===== src/rtl/mlp_forward_pkg.sv =====
// Shared widths, FSM state codes and saturation helper for the MLP forward pass.
package mlp_forward_pkg;

    localparam int unsigned W_DEF    = 8;
    localparam int unsigned N_DEF    = 8;
    localparam int unsigned FRAC_DEF = 6;
    localparam int          T_POS_DEF = 32;
    localparam int          T_NEG_DEF = -32;

    localparam int unsigned X_W    = 16;
    localparam int unsigned HRAW_W = W_DEF + 5;
    localparam int unsigned ACC_W  = 2 * W_DEF + 6 + $clog2(N_DEF);

    localparam logic [1:0] S_IDLE = 2'd0;
    localparam logic [1:0] S_HID  = 2'd1;
    localparam logic [1:0] S_OUT  = 2'd2;
    localparam logic [1:0] S_FIN  = 2'd3;

    // Clamp a signed value to the range of a w-bit two's complement number.
    function automatic logic signed [31:0] sat_to(input logic signed [31:0] v,
                                                  input int unsigned w);
        logic signed [31:0] hi;
        logic signed [31:0] lo;
        hi = (32'sd1 <<< (w - 1)) - 32'sd1;
        lo = -(32'sd1 <<< (w - 1));
        if (v > hi) begin
            return hi;
        end
        if (v < lo) begin
            return lo;
        end
        return v;
    endfunction

endpackage


===== src/rtl/mlp_forward_if.sv =====
// Request/result bundle between a pass initiator and mlp_forward.
interface mlp_forward_if
    import mlp_forward_pkg::*;
#(
    parameter int unsigned W = W_DEF,
    parameter int unsigned N = N_DEF
);
    logic                   start;
    logic                   train_en;
    logic [X_W-1:0]         x_in;
    logic                   label;
    logic [X_W-1:0]         x;
    logic [N*(W+5)-1:0]     h_act_bus;
    logic [W-1:0]           y;
    logic [W-1:0]           err;
    logic                   pred;
    logic                   busy;
    logic                   done;
    logic                   learn;

    modport master (
        output start, train_en, x_in, label,
        input  x, h_act_bus, y, err, pred, busy, done, learn
    );

    modport slave (
        input  start, train_en, x_in, label,
        output x, h_act_bus, y, err, pred, busy, done, learn
    );
endinterface


===== src/rtl/mlp_forward_hidden_neuron.sv =====
// One hidden neuron: 17-term signed sum of bias and +/- weights, then ReLU.
module mlp_forward_hidden_neuron
    import mlp_forward_pkg::*;
#(
    parameter int unsigned W = W_DEF
) (
    input  logic [X_W*W-1:0] w_row,
    input  logic [W-1:0]     bias,
    input  logic [X_W-1:0]   x,
    output logic [W+4:0]     h_act_c
);
    localparam int unsigned HW = W + 5;

    logic signed [HW-1:0] pre_c;

    // Pixel 1 adds the weight, pixel 0 subtracts it; W+5 bits cannot overflow.
    always_comb begin
        pre_c = HW'($signed(bias));
        for (int j = 0; j < int'(X_W); j++) begin
            if (x[j]) begin
                pre_c = pre_c + HW'($signed(w_row[j*W +: W]));
            end else begin
                pre_c = pre_c - HW'($signed(w_row[j*W +: W]));
            end
        end
    end

    assign h_act_c = pre_c[HW-1] ? '0 : pre_c;

endmodule


===== src/rtl/mlp_forward.sv =====
// Sequential forward pass: one hidden neuron per cycle, then one output MAC per cycle.
module mlp_forward
    import mlp_forward_pkg::*;
#(
    parameter int unsigned W     = W_DEF,
    parameter int unsigned N     = N_DEF,
    parameter int unsigned FRAC  = FRAC_DEF,
    parameter int          T_POS = T_POS_DEF,
    parameter int          T_NEG = T_NEG_DEF
) (
    input  logic                 clk,
    input  logic                 rst_n,
    mlp_forward_if.slave         bus,
    input  logic [N*W-1:0]       w_o_bus,
    input  logic [W-1:0]         b_o,
    input  logic [N*X_W*W-1:0]   w_h_bus,
    input  logic [N*W-1:0]       b_h_bus
);
    localparam int unsigned HW    = W + 5;
    localparam int unsigned AW    = 2 * W + 6 + $clog2(N);
    localparam int unsigned CNT_W = $clog2(N);

    logic [1:0]             state_q, state_d;
    logic [CNT_W-1:0]       cnt_q, cnt_d;
    logic [X_W-1:0]         x_q, x_d;
    logic                   label_q, label_d;
    logic                   train_q, train_d;
    logic signed [AW-1:0]   acc_q, acc_d;
    logic [N*HW-1:0]        h_act_q, h_act_d;
    logic [W-1:0]           y_q, y_d;
    logic [W-1:0]           err_q, err_d;
    logic                   pred_q, pred_d;
    logic                   busy_q, busy_d;
    logic                   done_q, done_d;
    logic                   learn_q, learn_d;

    int unsigned              idx_c;
    logic [X_W*W-1:0]         w_row_c;
    logic [W-1:0]             b_h_c;
    logic [HW-1:0]            hid_c;
    logic signed [HW+W-1:0]   prod_c;
    logic signed [AW:0]       y_raw_c;
    logic signed [W-1:0]      tgt_c;
    logic signed [W:0]        diff_c;

    assign idx_c   = 32'(cnt_q);
    assign w_row_c = w_h_bus[idx_c*(X_W*W) +: X_W*W];
    assign b_h_c   = b_h_bus[idx_c*W +: W];
    assign prod_c  = $signed(h_act_q[idx_c*HW +: HW]) * $signed(w_o_bus[idx_c*W +: W]);
    assign y_raw_c = (AW+1)'(acc_q >>> FRAC) + (AW+1)'($signed(b_o));
    assign tgt_c   = label_q ? W'(T_POS) : W'(T_NEG);

    mlp_forward_hidden_neuron #(.W(W)) u_hidden (
        .w_row   (w_row_c),
        .bias    (b_h_c),
        .x       (x_q),
        .h_act_c (hid_c)
    );

    // Next-state, counter, datapath and output computation.
    always_comb begin
        state_d = state_q;
        cnt_d   = cnt_q;
        x_d     = x_q;
        label_d = label_q;
        train_d = train_q;
        acc_d   = acc_q;
        h_act_d = h_act_q;
        y_d     = y_q;
        err_d   = err_q;
        pred_d  = pred_q;
        done_d  = 1'b0;
        learn_d = 1'b0;
        diff_c  = '0;
        case (state_q)
            S_IDLE: begin
                if (bus.start) begin
                    state_d = S_HID;
                    cnt_d   = '0;
                    acc_d   = '0;
                    x_d     = bus.x_in;
                    label_d = bus.label;
                    train_d = bus.train_en;
                end
            end
            S_HID: begin
                h_act_d[idx_c*HW +: HW] = hid_c;
                if (cnt_q == CNT_W'(N - 1)) begin
                    cnt_d   = '0;
                    state_d = S_OUT;
                end else begin
                    cnt_d = cnt_q + CNT_W'(1);
                end
            end
            S_OUT: begin
                acc_d = acc_q + AW'(prod_c);
                if (cnt_q == CNT_W'(N - 1)) begin
                    cnt_d   = '0;
                    state_d = S_FIN;
                end else begin
                    cnt_d = cnt_q + CNT_W'(1);
                end
            end
            default: begin
                y_d     = W'(sat_to(32'(y_raw_c), W));
                diff_c  = (W+1)'(tgt_c) - (W+1)'($signed(y_d));
                err_d   = W'(sat_to(32'(diff_c), W));
                pred_d  = ~y_d[W-1];
                done_d  = 1'b1;
                learn_d = train_q;
                state_d = S_IDLE;
            end
        endcase
        busy_d = (state_d != S_IDLE);
    end

    // State and output registers with synchronous active-low reset.
    always_ff @(posedge clk) begin
        if (!rst_n) begin
            state_q <= S_IDLE;
            cnt_q   <= '0;
            x_q     <= '0;
            label_q <= 1'b0;
            train_q <= 1'b0;
            acc_q   <= '0;
            h_act_q <= '0;
            y_q     <= '0;
            err_q   <= '0;
            pred_q  <= 1'b0;
            busy_q  <= 1'b0;
            done_q  <= 1'b0;
            learn_q <= 1'b0;
        end else begin
            state_q <= state_d;
            cnt_q   <= cnt_d;
            x_q     <= x_d;
            label_q <= label_d;
            train_q <= train_d;
            acc_q   <= acc_d;
            h_act_q <= h_act_d;
            y_q     <= y_d;
            err_q   <= err_d;
            pred_q  <= pred_d;
            busy_q  <= busy_d;
            done_q  <= done_d;
            learn_q <= learn_d;
        end
    end

    assign bus.x         = x_q;
    assign bus.h_act_bus = h_act_q;
    assign bus.y         = y_q;
    assign bus.err       = err_q;
    assign bus.pred      = pred_q;
    assign bus.busy      = busy_q;
    assign bus.done      = done_q;
    assign bus.learn     = learn_q;

endmodule

===== src/flat_wrapper.sv =====
// flat-port wrapper written by rule: the top's interface ports become plain ports
module mlp_forward_flat import mlp_forward_pkg::*;
#(
    parameter int unsigned W     = W_DEF,
    parameter int unsigned N     = N_DEF,
    parameter int unsigned FRAC  = FRAC_DEF,
    parameter int          T_POS = T_POS_DEF,
    parameter int          T_NEG = T_NEG_DEF
)
  (clk, rst_n, w_o_bus, b_o, w_h_bus, b_h_bus, bus_start, bus_train_en, bus_x_in, bus_label, bus_x, bus_h_act_bus, bus_y, bus_err, bus_pred, bus_busy, bus_done, bus_learn);
  mlp_forward_if #(.W(W), .N(N)) bus_i ();
  input  logic clk;
  input  logic rst_n;
  input  logic [N*W-1:0] w_o_bus;
  input  logic [W-1:0] b_o;
  input  logic [N*X_W*W-1:0] w_h_bus;
  input  logic [N*W-1:0] b_h_bus;
  input wire logic [$bits(bus_i.start)-1:0] bus_start;
  input wire logic [$bits(bus_i.train_en)-1:0] bus_train_en;
  input wire logic [$bits(bus_i.x_in)-1:0] bus_x_in;
  input wire logic [$bits(bus_i.label)-1:0] bus_label;
  output wire logic [$bits(bus_i.x)-1:0] bus_x;
  output wire logic [$bits(bus_i.h_act_bus)-1:0] bus_h_act_bus;
  output wire logic [$bits(bus_i.y)-1:0] bus_y;
  output wire logic [$bits(bus_i.err)-1:0] bus_err;
  output wire logic [$bits(bus_i.pred)-1:0] bus_pred;
  output wire logic [$bits(bus_i.busy)-1:0] bus_busy;
  output wire logic [$bits(bus_i.done)-1:0] bus_done;
  output wire logic [$bits(bus_i.learn)-1:0] bus_learn;
  assign bus_i.start = bus_start;
  assign bus_i.train_en = bus_train_en;
  assign bus_i.x_in = bus_x_in;
  assign bus_i.label = bus_label;
  assign bus_x = bus_i.x;
  assign bus_h_act_bus = bus_i.h_act_bus;
  assign bus_y = bus_i.y;
  assign bus_err = bus_i.err;
  assign bus_pred = bus_i.pred;
  assign bus_busy = bus_i.busy;
  assign bus_done = bus_i.done;
  assign bus_learn = bus_i.learn;
  mlp_forward #(.W(W), .N(N), .FRAC(FRAC), .T_POS(T_POS), .T_NEG(T_NEG)) u_core (.clk(clk), .rst_n(rst_n), .bus(bus_i), .w_o_bus(w_o_bus), .b_o(b_o), .w_h_bus(w_h_bus), .b_h_bus(b_h_bus));
endmodule

===== config.mk =====
export PLATFORM = sky130hd
export DESIGN_NAME = mlp_forward_flat
export DESIGN_NICKNAME = d
export VERILOG_FILES = /design/src/rtl/mlp_forward_pkg.sv /design/src/rtl/mlp_forward_if.sv /design/src/rtl/mlp_forward_hidden_neuron.sv /design/src/rtl/mlp_forward.sv /design/src/flat_wrapper.sv
export SDC_FILE = /design/constraint.sdc
export NUM_CORES = 1
export LEC_CHECK = 0
export BUFFER_PORTS_ARGS = -buffer_cell sky130_fd_sc_hd__buf_2
export CAP_MARGIN = 20
export CORE_AREA = 5 5 511 513
export DETAILED_ROUTE_END_ITERATION = 8
export DIE_AREA = 0 0 516 518
export GPL_ROUTABILITY_DRIVEN = 0
export MAX_ROUTING_LAYER = met4
export PLACE_DENSITY_LB_ADDON = 0.08
export SLEW_MARGIN = 10
export SYNTH_ARGS = -nofsm -noshare
export SYNTH_HDL_FRONTEND = slang
export SYNTH_SLANG_ARGS = --single-unit

===== constraint.sdc =====
create_clock -name clk -period 21.1 [get_ports clk]
set_input_delay 0 -clock clk [delete_from_list [all_inputs] [get_ports clk]]
set_output_delay 0 -clock clk [all_outputs]
set_load 0.01 [all_outputs]

# Word-level counts from Yosys, hierarchy flattened
# Index checks and enable logic that the tools add are counted.
# word_totals
regBits	172
input_bits	1181
output_inout_bits	140
wordCells	126
# op_classes
n_addsub	37
multipliers	2
magnitude_cmp	4
n_eq_ne	4
shift	6
muxes	48
bitwise	2
reduce_logical	10
# ops
cell	n
1024-bit by 11-bit variable part select with 128-bit output	1
13-bit two-way mux	16
13-bit by 8-bit adder with 13-bit output	15
13-bit by 8-bit subtractor with 13-bit output	15
64-bit by 7-bit variable part select with 8-bit output	2
104-bit bitwise mux	1
13-bit by 34-bit variable shift with 104-bit output (first input constant)	1
104-bit by 8-bit variable part select with 13-bit output	1
13-bit by 34-bit variable part select with 104-bit output	1
8-bit two-way mux	10
25-bit case mux with 2 select lines	1
32-bit negation with 34-bit output	1
25-bit by 21-bit adder with 25-bit output	1
25-bit two-way mux	1
13-bit by 8-bit multiplier with 21-bit output	1
19-bit by 8-bit adder with 20-bit output	1
20-bit by 8-bit greater-than comparator with 1-bit output (second input constant)	1
20-bit by 8-bit < comparator with 1-bit output (second input constant)	1
8-bit by 8-bit subtractor with 9-bit output	2
12-bit two-way mux	1
1-bit two-way mux	11
8-bit by 8-bit adder with 9-bit output	1
9-bit by 8-bit greater-than comparator with 1-bit output (second input constant)	1
9-bit by 8-bit < comparator with 1-bit output (second input constant)	1
17 further kinds	25

# Logic depth before layout (Yosys ltp)
# depth
word_depth	36
mapped_depth	79
mapped_depth_nobuf	68

# Cells and area by module
# Synthesis repeated with hierarchy kept, for this count alone.
# unflattened
cells_unflattened	3480
area_unflattened_um2	32956.6
# modules_own_cells
module	instances	cells_each	area_per_inst_um2	seq_area_each_um2
mlp_forward	1	2089	22581.7	3443.3
mlp_forward_hidden_neuron	1	1391	10375.0	0.0

# Worst setup path before layout
# No wires, ideal clock.
# synth_path
kind	reg-to-reg
from	reg u_core.cnt_q[0]
to	reg u_core.h_act_q[13], in the netlist u_core.bus.h_act_bus[13]
setup_ns	0.070
arrival_time_ns	15.390
t_required_ns	21.030
slack_ns	5.640
path_stages_with_launch	77
n_path_buf	11
synth_period_minus_slack_ns	15.460
path_cell_list	dfxtp_1 buf_4 buf_4 buf_6 buf_4 buf_2 buf_2 buf_2 buf_2 buf_1 buf_2 mux4_2 nand2_1 nand2_1 ha_1 inv_1 fa_1 inv_1 [41 not listed] o21bai_1 a41oi_1 xnor2_1 ha_1 a21oi_1 xnor2_1 ha_1 o21a_1 nor2_1 a21oi_1 xnor2_1 xnor2_1 xnor3_1 xnor3_1 xnor2_1 buf_6 or4_1 a21oi_1
# synth_via
elab_chain_len	36
elab_cells_between_ends	56
cone_classes	add/sub: 33; mul: 1; shift: 4; mux: 18
# synth_rtl
element	line_no	rtl
start: declaration	mlp_forward.sv:24	logic [CNT_W-1:0] cnt_q, cnt_d;
start signal: assignment	mlp_forward.sv:135	cnt_q <= cnt_d;
1024-bit by 11-bit variable part select with 128-bit output / 64-bit by 7-bit variable part select with 8-bit output (equally long branches)	mlp_forward.sv:47, mlp_forward.sv:48	
8-bit by 8-bit subtractor with 9-bit output / 8-bit by 8-bit adder with 9-bit output (equally long branches)	mlp_forward_hidden_neuron.sv:23, mlp_forward_hidden_neuron.sv:21	
13-bit two-way mux	mlp_forward_hidden_neuron.sv:20	if (x[j]) begin
13-bit by 8-bit subtractor with 13-bit output / 13-bit by 8-bit adder with 13-bit output (equally long branches)	mlp_forward_hidden_neuron.sv:23, mlp_forward_hidden_neuron.sv:21	
13-bit two-way mux	mlp_forward_hidden_neuron.sv:20	
13-bit by 8-bit subtractor with 13-bit output / 13-bit by 8-bit adder with 13-bit output (equally long branches)	mlp_forward_hidden_neuron.sv:23, mlp_forward_hidden_neuron.sv:21	
13-bit two-way mux	mlp_forward_hidden_neuron.sv:20	
13-bit by 8-bit subtractor with 13-bit output / 13-bit by 8-bit adder with 13-bit output (equally long branches)	mlp_forward_hidden_neuron.sv:23, mlp_forward_hidden_neuron.sv:21	
[20 not listed]	--	
13-bit two-way mux	mlp_forward_hidden_neuron.sv:20	
13-bit by 8-bit subtractor with 13-bit output / 13-bit by 8-bit adder with 13-bit output (equally long branches)	mlp_forward_hidden_neuron.sv:23, mlp_forward_hidden_neuron.sv:21	
13-bit two-way mux	mlp_forward_hidden_neuron.sv:20	
13-bit by 8-bit subtractor with 13-bit output / 13-bit by 8-bit adder with 13-bit output (equally long branches)	mlp_forward_hidden_neuron.sv:23, mlp_forward_hidden_neuron.sv:21	
13-bit two-way mux	mlp_forward_hidden_neuron.sv:20	
12-bit two-way mux	mlp_forward_hidden_neuron.sv:28	assign h_act_c = pre_c[HW-1] ? '0 : pre_c;
13-bit by 34-bit variable part select with 104-bit output	mlp_forward.sv:87	h_act_d[idx_c*HW +: HW] = hid_c;
104-bit bitwise mux *	mlp_forward.sv:87	
end signal: assignment	mlp_forward.sv:140	h_act_q <= h_act_d;
end: declaration	mlp_forward.sv:29	logic [N*HW-1:0] h_act_q, h_act_d;
# Mark *: on every way between the ends. The rest lies on a longest branch, timed or not.
# A chain may end at the register's enable or synchronous reset.

# Worst setup path in the final report
# layout_path
from	reg u_core.cnt_q[0]
to	reg u_core.h_act_q[102], in the netlist u_core.bus.h_act_bus[102]
# The elaborated chain is that of the path after synthesis.

==> results.sh <==
export IMPL_synth_edf_count=0
export IMPL_ios=1321
export IMPL_fin_area_sq_um=44400
export IMPL_cts_root_buf="clkbuf_16"
export IMPL_critPathLaunchType="flop"
export IMPL_post_synth_top_area_cell="mux4_2"
export IMPL_worst_pin_slew_ns=1.18
export IMPL_cp_end_kind="flop"
export IMPL_post_synth_fa_ha_maj_area_fraction=0.198
export IMPL_synth_top_family_by_area="multiplexers"
export IMPL_yosys_warnings=0
export IMPL_yosysTopAreaCellShare=0.213
export IMPL_numPortBuffers=1312
export IMPL_grt_pass1_vias=35700
export IMPL_timing_final_crit_share=0.759
export IMPL_netlist_area_sq_um=32000
export IMPL_synthArstFlopShare=0
export IMPL_multi_input_area_sq_um=27100
export IMPL_rsz0062_at_grt="no"
export IMPL_muxShareOfSynthArea=0.266
export IMPL_place_detailed_hpwl_mm=258
export IMPL_met2_usage=0.368
export IMPL_synth_area_per_cell_sq_um=9.38
export IMPL_nFillCells=29100
export IMPL_cp_common_cell="ha_1"
export IMPL_vias=35000
export IMPL_synth_flop_cell="dfxtp_1"
export IMPL_worstSetupPathType="flop to flop"
export IMPL_yosysMostFrequentCell="ha_1"
export IMPL_seq_area_sq_um=3290
export IMPL_synth_compound_area_frac=0.163
export IMPL_yosys_cell_types_count=85
export IMPL_cap_violations=0
export IMPL_cts_sinks=164
export IMPL_fin_crit_ns=16.01
export IMPL_cts_tree="yes"
export IMPL_wl_per_cell_um=33.9
export IMPL_wl_mm=287
export IMPL_ant_nets=0
export IMPL_layout_drive_gt1_share=0.379
export IMPL_dieArea_sq_um=267000
export IMPL_grt_max_degree=89
export IMPL_initial_utilization=0.125
export IMPL_cts_buffers=17
export IMPL_placedInstanceArea_sq_um=42500
export IMPL_synth_area_leaders="mux4_2 (21%), ha_1 (12%), dfxtp_1 (10%)"
export IMPL_first_pass_iters=6
export IMPL_gr_total_overflow=0
export IMPL_seq_area_frac_synth=0.103
export IMPL_cpPeakStageDelay_ns=0.68
export IMPL_ys_ff_latch=164
export IMPL_synth_xor_area_frac=0.0885
export IMPL_via_per_inst=4.14
export IMPL_track_usage=0.213
export IMPL_synth_cells=3413
export IMPL_final_core_util=0.174
export IMPL_status="finished clean"
export IMPL_use_met1=0.232
export IMPL_die_x_um=516
export IMPL_cts_htree_levels=4
export IMPL_grt_use_met3=0.0611
export IMPL_crit_arrival_ns=16.50
export IMPL_setup_viol=0
export IMPL_grt_pass1_wl_mm=364
export IMPL_timing_fmax_mhz=62.5
export IMPL_drt_iter0_drc=2648
export IMPL_core_area_sq_um=256000
export IMPL_maxSlewViolCount=0
export IMPL_slowest_stage="nor4_4"
export IMPL_fp_row_count=186
export IMPL_clk_pin_slew_ns=0.09
export IMPL_top_usage_layer="met2"
export IMPL_synth_simple_gate_area_frac=0.125
export IMPL_hold_class="input port to flop"
export IMPL_nNetsFinal=6288
export IMPL_synthTopCellsByCount="ha_1 (307), mux4_2 (302), nor2_1 (270), nand2_1 (269), xnor2_1 (268)"
export IMPL_syn_to_final_growth_pct=38.7
export IMPL_slew_headroom=0.211
export IMPL_tns_ns=0
export IMPL_clock_skew_ns=0.0858
export IMPL_crit_fanout=62
export IMPL_antenna_found_initial=272
export IMPL_critPathRequiredTime_ns=21.59
export IMPL_drc=0
export IMPL_fp_dieH_um=518
export IMPL_cts_buffer_depth=2
export IMPL_insertion_delay_ns=0.60
export IMPL_cts_setup_buffers=0
export IMPL_hold_viol_final=0
==> cell families (layout without fill, tap and decap cells) <==
group / after synthesis / after routing
multiplexers: 462 / 462
XOR/XNOR: 318 / 318
buffers and inverters: 412 / 1657
other: 2 / 418
flip-flops: 164 / 164
adder cells (fa/ha/maj): 433 / 433
AO/OA/AOI/OAI: 782 / 782
AND/OR/NAND/NOR: 840 / 840
==> cell usage in the layout, fill, tap and decap left out, types with 15 or more instances in the layout <==
cell type / n
nor3_1: 66
nand2b_1: 42
o31ai_1: 21
a21o_1: 36
o21bai_1: 47
mux2i_1: 136
dfxtp_1: 161
a22oi_1: 29
nor2_1: 268
nand2_1: 268
a31oi_1: 34
fa_1: 123
a41oi_1: 19
ha_1: 307
and3_1: 15
a21oi_1: 257
buf_2: 1312
xnor2_1: 260
clkbuf_16: 17
o21a_1: 46
mux4_2: 302
and2_1: 30
o21ai_0: 100
inv_1: 235
or3_1: 15
nand3_1: 31
buf_4: 44
diode_2: 384
nor2b_1: 36
xor2_1: 46
dlygate4sd3_1: 24
a22o_1: 77
conb_1: 34
==> layout make-up <==
type / instances / area share
multi-input cells: 2869 / 0.611
repair buffers: 1386 / 0.163
well taps: 3384 / 0.0954
flip-flops and latches: 164 / 0.0742
diodes: 384 / 0.0217
inverters: 239 / 0.0205
clock buffers: 18 / 0.00989
clock inverters: 14 / 0.00412
==> stage by stage <==
stage | hold WS, ns | setup WS [ns] | instances
2_1_floorplan | 0.136 | 5.64 | 3445
3_3_place_gp | 0.248 | 5.03 | 8016
3_5_place_dp | 0.250 | 5.07 | 8016
4_1_cts | 0.110 | 4.92 | 8072
5_1_grt | 0.173 | 3.76 | 8355
6_report | 0.156 | 5.09 | 8458
==> worst paths after layout <==
check                                            to  cells past startpoint                          from  slack [ns]
max reg2reg  u_core.bus.h_act_bus[102]$_SDFFE_PN0P_                     70  u_core.cnt_q[0]$_SDFFE_PN0P_        5.09
max          u_core.bus.h_act_bus[102]$_SDFFE_PN0P_                     70  u_core.cnt_q[0]$_SDFFE_PN0P_        5.09
min reg2reg             u_core.train_q$_SDFFE_PN0P_                      2   u_core.train_q$_SDFFE_PN0P_        0.46
min                    u_core.bus.y[4]$_SDFFE_PN0P_                      5                        b_o[4]        0.16
==> sequential cells by signal (all words and copies together) (netlist names) <==
register / flops
u_core.acc_q: 25
u_core.cnt_q: 3
u_core.bus.h_act_bus: 96
u_core.label_q: 1
u_core.bus.x: 16
u_core.bus.err: 8
u_core.bus.pred: 1
u_core.bus.y: 8
u_core.bus.learn: 1
u_core.bus.busy: 1
u_core.train_q: 1
u_core.state_q: 2
u_core.bus.done: 1
==> critical path, delay by kind of cell, from the launching register on <==
family / cells / cell delay [ns]
buffers and inverters: 4 / 0.86
AND/OR/NAND/NOR: 15 / 2.28
multiplexers: 2 / 1.02
flip-flops: 1 / 0.61
adder cells (fa/ha/maj): 16 / 4.76
XOR/XNOR: 14 / 2.54
AO/OA/AOI/OAI: 19 / 3.72
==> routing by layer <==
layer,vias up,part of all wire
met4,0,0.043
met1,17400,0.38
met3,355,0.079
li1,15700,-
met2,1557,0.50
met5,-,0
==> timing repair <==
action | CTS | global route
hold buffers | 24 | 0
endpoints found under the hold margin | 36 | 0
gates resized for setup | 0 | 0
Power is left out: the tool's default activity adds up to more than one toggle a clock period on the data nets, which glitch-free logic cannot reach.
